[config.mk]
export PLATFORM = sky130hd
export DESIGN_NAME = tcb_lib_register_response_pipe
export DESIGN_NICKNAME = d
export VERILOG_FILES = /design/src/rtl/tcb_lib_register_response_pipe_pkg.sv /design/src/rtl/tcb_lib_register_response_pipe_stage.sv /design/src/rtl/tcb_lib_register_response_pipe.sv
export SDC_FILE = /design/constraint.sdc
export NUM_CORES = 1
export LEC_CHECK = 0
export CAP_MARGIN = 20
export CORE_MARGIN = 2
export CORE_UTILIZATION = 26
export CTS_CLUSTER_DIAMETER = 60
export DETAILED_ROUTE_END_ITERATION = 10
export PLACE_DENSITY_LB_ADDON = 0.08
export RECOVER_POWER = 50
export SETUP_SLACK_MARGIN = 0.3
export SKIP_CTS_REPAIR_TIMING = 1
export SYNTH_ARGS = -nofsm -noshare
export SYNTH_HDL_FRONTEND = slang
export SYNTH_SLANG_ARGS = --single-unit
[constraint.sdc]
create_clock -name clk -period 1.6 [get_ports clk]
set_clock_uncertainty 0.2 [all_clocks]
set_input_delay 0.4 -clock clk [delete_from_list [all_inputs] [get_ports clk]]
set_output_delay 0.4 -clock clk [all_outputs]
set_load 0.01 [all_outputs]
[src/rtl/tcb_lib_register_response_pipe_pkg.sv]
// rtl/tcb_lib_register_response_pipe_pkg.sv - shared tracker types and chunk helper for the TCB response pipe
package tcb_lib_register_response_pipe_pkg;

  // widest byte-enable the tracker can carry; narrower buses leave upper bits zero
  localparam int BEW_MAX = 32;

  typedef struct packed {
    logic               trn;
    logic               ren;
    logic [BEW_MAX-1:0] ben;
  } trk_t;

  // collapse byte enables into one enable per GRN-byte chunk
  function automatic logic [BEW_MAX-1:0] ben_to_chunk(input logic [BEW_MAX-1:0] ben, input int grn);
    logic [BEW_MAX-1:0] chk;
    chk = '0;
    for (int i = 0; i < BEW_MAX; i++) begin
      if (ben[i]) chk[i / grn] = 1'b1;
    end
    return chk;
  endfunction

endpackage

[src/rtl/tcb_lib_register_response_pipe_stage.sv]
// rtl/tcb_lib_register_response_pipe_stage.sv - one hold-capable rdt/err register stage with chunk enables
module tcb_lib_register_response_stage #(
  parameter int DBW = 32,
  parameter int NCH = 4,
  parameter int CHW = 8
)(
  input  logic           clk,
  input  logic           rst,
  input  logic [NCH-1:0] ld,
  input  logic [DBW-1:0] din,
  input  logic           vld,
  input  logic           err_in,
  output logic [DBW-1:0] dout,
  output logic           err_out
);

  always_ff @(posedge clk) begin
    if (rst) begin
      dout    <= '0;
      err_out <= 1'b0;
    end else begin
      for (int c = 0; c < NCH; c++) begin
        if (ld[c]) dout[c*CHW +: CHW] <= din[c*CHW +: CHW];
      end
      // error is a pulse: only a tracked transfer may carry it forward
      err_out <= vld & err_in;
    end
  end

endmodule

[src/rtl/tcb_lib_register_response_pipe.sv]
// rtl/tcb_lib_register_response_pipe.sv - TCB response-path register pipeline with STG stages and in-flight counter
module tcb_lib_register_response_pipe
  import tcb_lib_register_response_pipe_pkg::*;
#(
  parameter int ABW = 32,
  parameter int DBW = 32,
  parameter int SLW = 8,
  parameter int BEW = DBW/SLW,
  parameter int DLY = 1,
  parameter int STG = 1,
  parameter int GRN = 1,
  parameter int HLD = 1,
  localparam int DEP = DLY + STG,
  localparam int CW  = (DEP == 0) ? 1 : $clog2(DEP + 1)
)(
  input  logic           clk,
  input  logic           rst,
  input  logic           sub_vld,
  input  logic           sub_wen,
  input  logic [ABW-1:0] sub_adr,
  input  logic [BEW-1:0] sub_ben,
  input  logic [DBW-1:0] sub_wdt,
  output logic           sub_rdy,
  output logic [DBW-1:0] sub_rdt,
  output logic           sub_err,
  output logic           man_vld,
  output logic           man_wen,
  output logic [ABW-1:0] man_adr,
  output logic [BEW-1:0] man_ben,
  output logic [DBW-1:0] man_wdt,
  input  logic           man_rdy,
  input  logic [DBW-1:0] man_rdt,
  input  logic           man_err,
  output logic [CW-1:0]  cnt
);

  localparam int NCH = BEW / GRN;
  localparam int CHW = SLW * GRN;
  localparam int TN  = (DEP >= 2) ? DEP - 1 : 0;

  if ((GRN < 1) || ((BEW % GRN) != 0)) begin : g_bad_grn
    $error("GRN must divide BEW");
  end
  if ((STG < 0) || (STG > 4)) begin : g_bad_stg
    $error("STG must be 0..4");
  end
  if ((DLY < 0) || (DLY > 8)) begin : g_bad_dly
    $error("DLY must be 0..8");
  end
  if ((BEW > BEW_MAX) || (DBW != BEW * SLW)) begin : g_bad_bew
    $error("BEW must equal DBW/SLW and fit the tracker");
  end

  assign man_vld = sub_vld;
  assign man_wen = sub_wen;
  assign man_adr = sub_adr;
  assign man_ben = sub_ben;
  assign man_wdt = sub_wdt;
  assign sub_rdy = man_rdy;

  logic trn;
  assign trn = sub_vld & man_rdy;

  trk_t cur;
  trk_t tap [0:TN];

  always_comb begin
    cur              = '0;
    cur.trn          = trn;
    cur.ren          = ~sub_wen;
    cur.ben[BEW-1:0] = sub_ben;
  end

  // tap j describes the transfer made j cycles ago; tap 0 is the live request
  if (DEP >= 2) begin : g_trk
    trk_t trk_q [1:DEP-1];
    always_ff @(posedge clk) begin
      if (rst) begin
        for (int j = 1; j < DEP; j++) trk_q[j] <= '0;
      end else begin
        trk_q[1] <= cur;
        for (int j = 2; j < DEP; j++) trk_q[j] <= trk_q[j-1];
      end
    end
    always_comb begin
      tap[0] = cur;
      for (int j = 1; j < DEP; j++) tap[j] = trk_q[j];
    end
  end else begin : g_trk_none
    always_comb tap[0] = cur;
  end

  // ret_q marks the cycle a response is presented upstream; it retires after that cycle
  if (DEP >= 1) begin : g_cnt
    logic ret_q;
    always_ff @(posedge clk) begin
      if (rst) begin
        ret_q <= 1'b0;
        cnt   <= '0;
      end else begin
        ret_q <= tap[DEP-1].trn;
        if (trn && !ret_q)      cnt <= cnt + 1'b1;
        else if (!trn && ret_q) cnt <= cnt - 1'b1;
      end
    end
  end else begin : g_cnt_none
    assign cnt = '0;
  end

  logic [DBW-1:0] rdt_c [0:STG];
  logic           err_c [0:STG];

  assign rdt_c[0] = man_rdt;
  assign err_c[0] = man_err;

  for (genvar k = 0; k < STG; k++) begin : g_stg
    trk_t           tp;
    logic [NCH-1:0] ld;

    assign tp = tap[k + DLY];

    always_comb begin
      ld = '1;
      if (HLD != 0) ld = (tp.trn && tp.ren) ? NCH'(ben_to_chunk(tp.ben, GRN)) : '0;
    end

    tcb_lib_register_response_stage #(
      .DBW (DBW),
      .NCH (NCH),
      .CHW (CHW)
    ) u_stg (
      .clk     (clk),
      .rst     (rst),
      .ld      (ld),
      .din     (rdt_c[k]),
      .vld     (tp.trn),
      .err_in  (err_c[k]),
      .dout    (rdt_c[k+1]),
      .err_out (err_c[k+1])
    );
  end

  assign sub_rdt = rdt_c[STG];
  assign sub_err = err_c[STG];

endmodule
==> summary.md <==
| Metric | Value |
|---|---|
| Status | completed |
| Antenna Nets Post-Route | 0 |
| LEAKAGE | 1.351 nW |
| Die W | 91.31 um |
| Maxcap violations | 0 |
| Share of the synthesized area in the top cell type | 42.42% |
| RR Endpoint | cnt[1]$_SDFFE_PP0P_ |
| Vias in the first global route | ~1,400 |
| Reg-to-Reg Start | g_cnt.ret_q$_SDFF_PP0_ |
| Min-delay src | sub_wen |
| Initial antenna violation count | 0 |
| CP arrival | 1.39 ns |
| Critical Path Fanout Max | 13 |
| CP startpoint | rst |
| Hold Path Class | input port to register |
| Fin. Hold Viols | 0 |
| Clock slew at reported path FFs | about 0.080 ns |
| Area grow syn2layout | 35.04% |
| Final net count | 334 |
| Final setup viols | 0 |
| Fmax | 706.3 MHz |
| DRC | 0 |
| Min Tclk post-route | 1.416 ns |
| Layout Utilization | 36.51% |
| Fin crit share | around nine tenths |
| Final slew viol count | 0 |
| First-pass GRT wire length | between 7000 and 8000 um |
| Hold depth | 3 |
| Clk sinks | 42 |
| Commonest non-fill, non-tap cells in the layout | dfxtp_2 (35), nor2_1 (34), buf_6 (34), clkdlybuf4s50_1 (33), mux2i_1 (32) |
| Yosys cell types | 15 |
| Syn_area_per_cell | 9.763 um2 |
| CTS root buffer | clkbuf_8 |
| Register Area | 892.1 um2 |
| Sequential element share of the synthesized area | 42.42% |
| FF+latch count, synth | 42 |
| Core area | around 0.0073 mm2 |
| Commonest non-fill, non-tap cell in the layout | dfxtp_2 |
| Hold endpoint | g_trk.trk_q[1][4]$_SDFF_PP0_ |
| Drt initial violations | 35 |
| GPL Wtd Cong | 0.6674 |
| Fillers | around 750 |
| Drt first pass iters | 2 |
| Total CTS buffers | 5 |
| Via-per-instance ratio | 4.098 |
| Clock Latency Late Sink | a little under 0.3 ns |
| Required time of the critical path | 1.57 ns |
| Largest area contributor in the netlist | dfxtp_1 |
| Synthesized cell area | slightly below 0.002 mm2 |
| Largest net degree at the start of global routing | 16 |
| Hpwl dp | approximately 3700 um |
| Routed len/inst | 14.62 um |
| Warnings, synthesis | 0 |
| Htree depth | 2 |
| GRT overflow | 0 |
| RSZ-0062 raised after global routing | yes |
| Area occupied by multi-input gates | 629.4 um2 |
| Flop2flop setup slack | 0.23 ns |
| Worst Setup Start Kind | input port |
| Synthesized net count | 310 |
| Starting Density | between 20% and 30% |
| Hold WS | ~0.18 ns |
| GRT Overall Usage | 11.19% |
| Bufs on Longest Clock Path | 2 |
| VDD IR max | 0.2918 mV |
| CTS tree | built |
| Relative slew slack | 81.07% |
| # port buffers | 83 |
| Critical Path End Type | register |
| Total power | 0.002121 W |
| Layout cell share with drive strength beyond 1 | 44.74% |
| Slew @ Worst Pin | 0.2840 ns |
| Site row count | 31 |
| DIE AREA | 0.008338 mm2 |
| DR vias | 1,340 |
| PD cells | 792.6 mW/mm2 |
| # diodes | 0 |
| IO Count | 212 |
| Synth area leaders | dfxtp_1 (42%), buf_4 (27%), mux2i_1 (16%) |
| Gate Count Post-Synth | 203 |
| Final Routed Wirelength | 4780 um |
| Worst Setup Path Type | input port to register |
| Die Span Y | 91.31 um |
| Register-to-Register Path Depth | 5 |
## sequential cells by signal (all words and copies together) (netlist names)
name                 cells
cnt                      2
g_stg.u_stg.dout        32
g_stg.u_stg.err_out      1
g_cnt.ret_q              1
g_trk.trk_q              6
## cell families (layout without fill, tap and decap cells)
kind of cell,Yosys count,after routing,synth area share (%)
AO/OA/AOI/OAI,2,2,0.5046
XOR/XNOR,2,2,0.8840
adder cells (fa/ha/maj),1,1,0.6312
buffers and inverters,77,102,28.09
flip-flops,42,42,42.42
multiplexers,32,32,16.16
AND/OR/NAND/NOR,47,47,11.30
## cell usage after synthesis
library cell,instances
buf_4,71
dfxtp_1,42
nor2_1,34
mux2i_1,32
nor2b_1,6
clkbuf_1,4
nand3_2,4
and2_1,2
xor2_1,2
a21oi_1,1
buf_2,1
ha_1,1
inv_1,1
o21ai_0,1
or3_1,1
## worst max-delay path, cell delays in order
cell and delay (ns):
dlygate4sd3_1 0.60, clkbuf_2 0.30, nor2_1 0.09
## how the worst max path moves through the flow
stage / end / slack [ns] / cells past startpoint
detailed placement: man_ben[3] / -0.45 / 2
floorplan: cnt[1]$_SDFFE_PP0P_ / 0.11 / 5
CTS: man_ben[3] / -0.45 / 2
global route: g_stg[0].u_stg.dout[27]$_SDFFE_PP0P_ / 0.14 / 3
global placement: man_wen / -0.43 / 2
finish: g_stg[0].u_stg.dout[4]$_SDFFE_PP0P_ / 0.18 / 3
## through the flow
step	TNS (ns)	area, um2	worst slack [ns]	instances
floorplan	0	1997	0.1059	203
global placement	-3.469	2444	-0.4291	315
detailed placement	-3.676	2444	-0.4472	315
CTS	-9.780	2550	-0.4462	323
global route	0	2676	0.1443	327
finish	0	2676	0.1842	327
## metal layers
layer	wire, um	GRT usage, %	up-vias	share of wire (%)
met5	0	0	-	0
met4	330	9.343	0	6.9
met3	496	4.647	42	10
met2	2268	17.53	89	47
met1	1685	11.62	586	35
li1	-	-	623	-
## layout make-up
| cell class | instances | share of cell area (%) |
|---|---|---|
| Clock inverter | 1 | 1.122 |
| Multi-Input combinational cell | 84 | 23.52 |
| Timing Repair Buffer | 93 | 34.41 |
| Sequential cell | 42 | 33.33 |
| Tap cell | 99 | 4.628 |
| Inverter | 1 | 0.1403 |
| Clock buffer | 7 | 2.852 |
## where the power goes
group	total [W]	internal, W	switching [W]	leakage, nW
combinational	0.000214	0.000143	0.0000702	0.939
clock	0.000825	0.000467	0.000357	0.0524
sequential	0.00108	0.00106	0.0000201	0.359
Note: power is estimated with default switching activity, not from simulation.
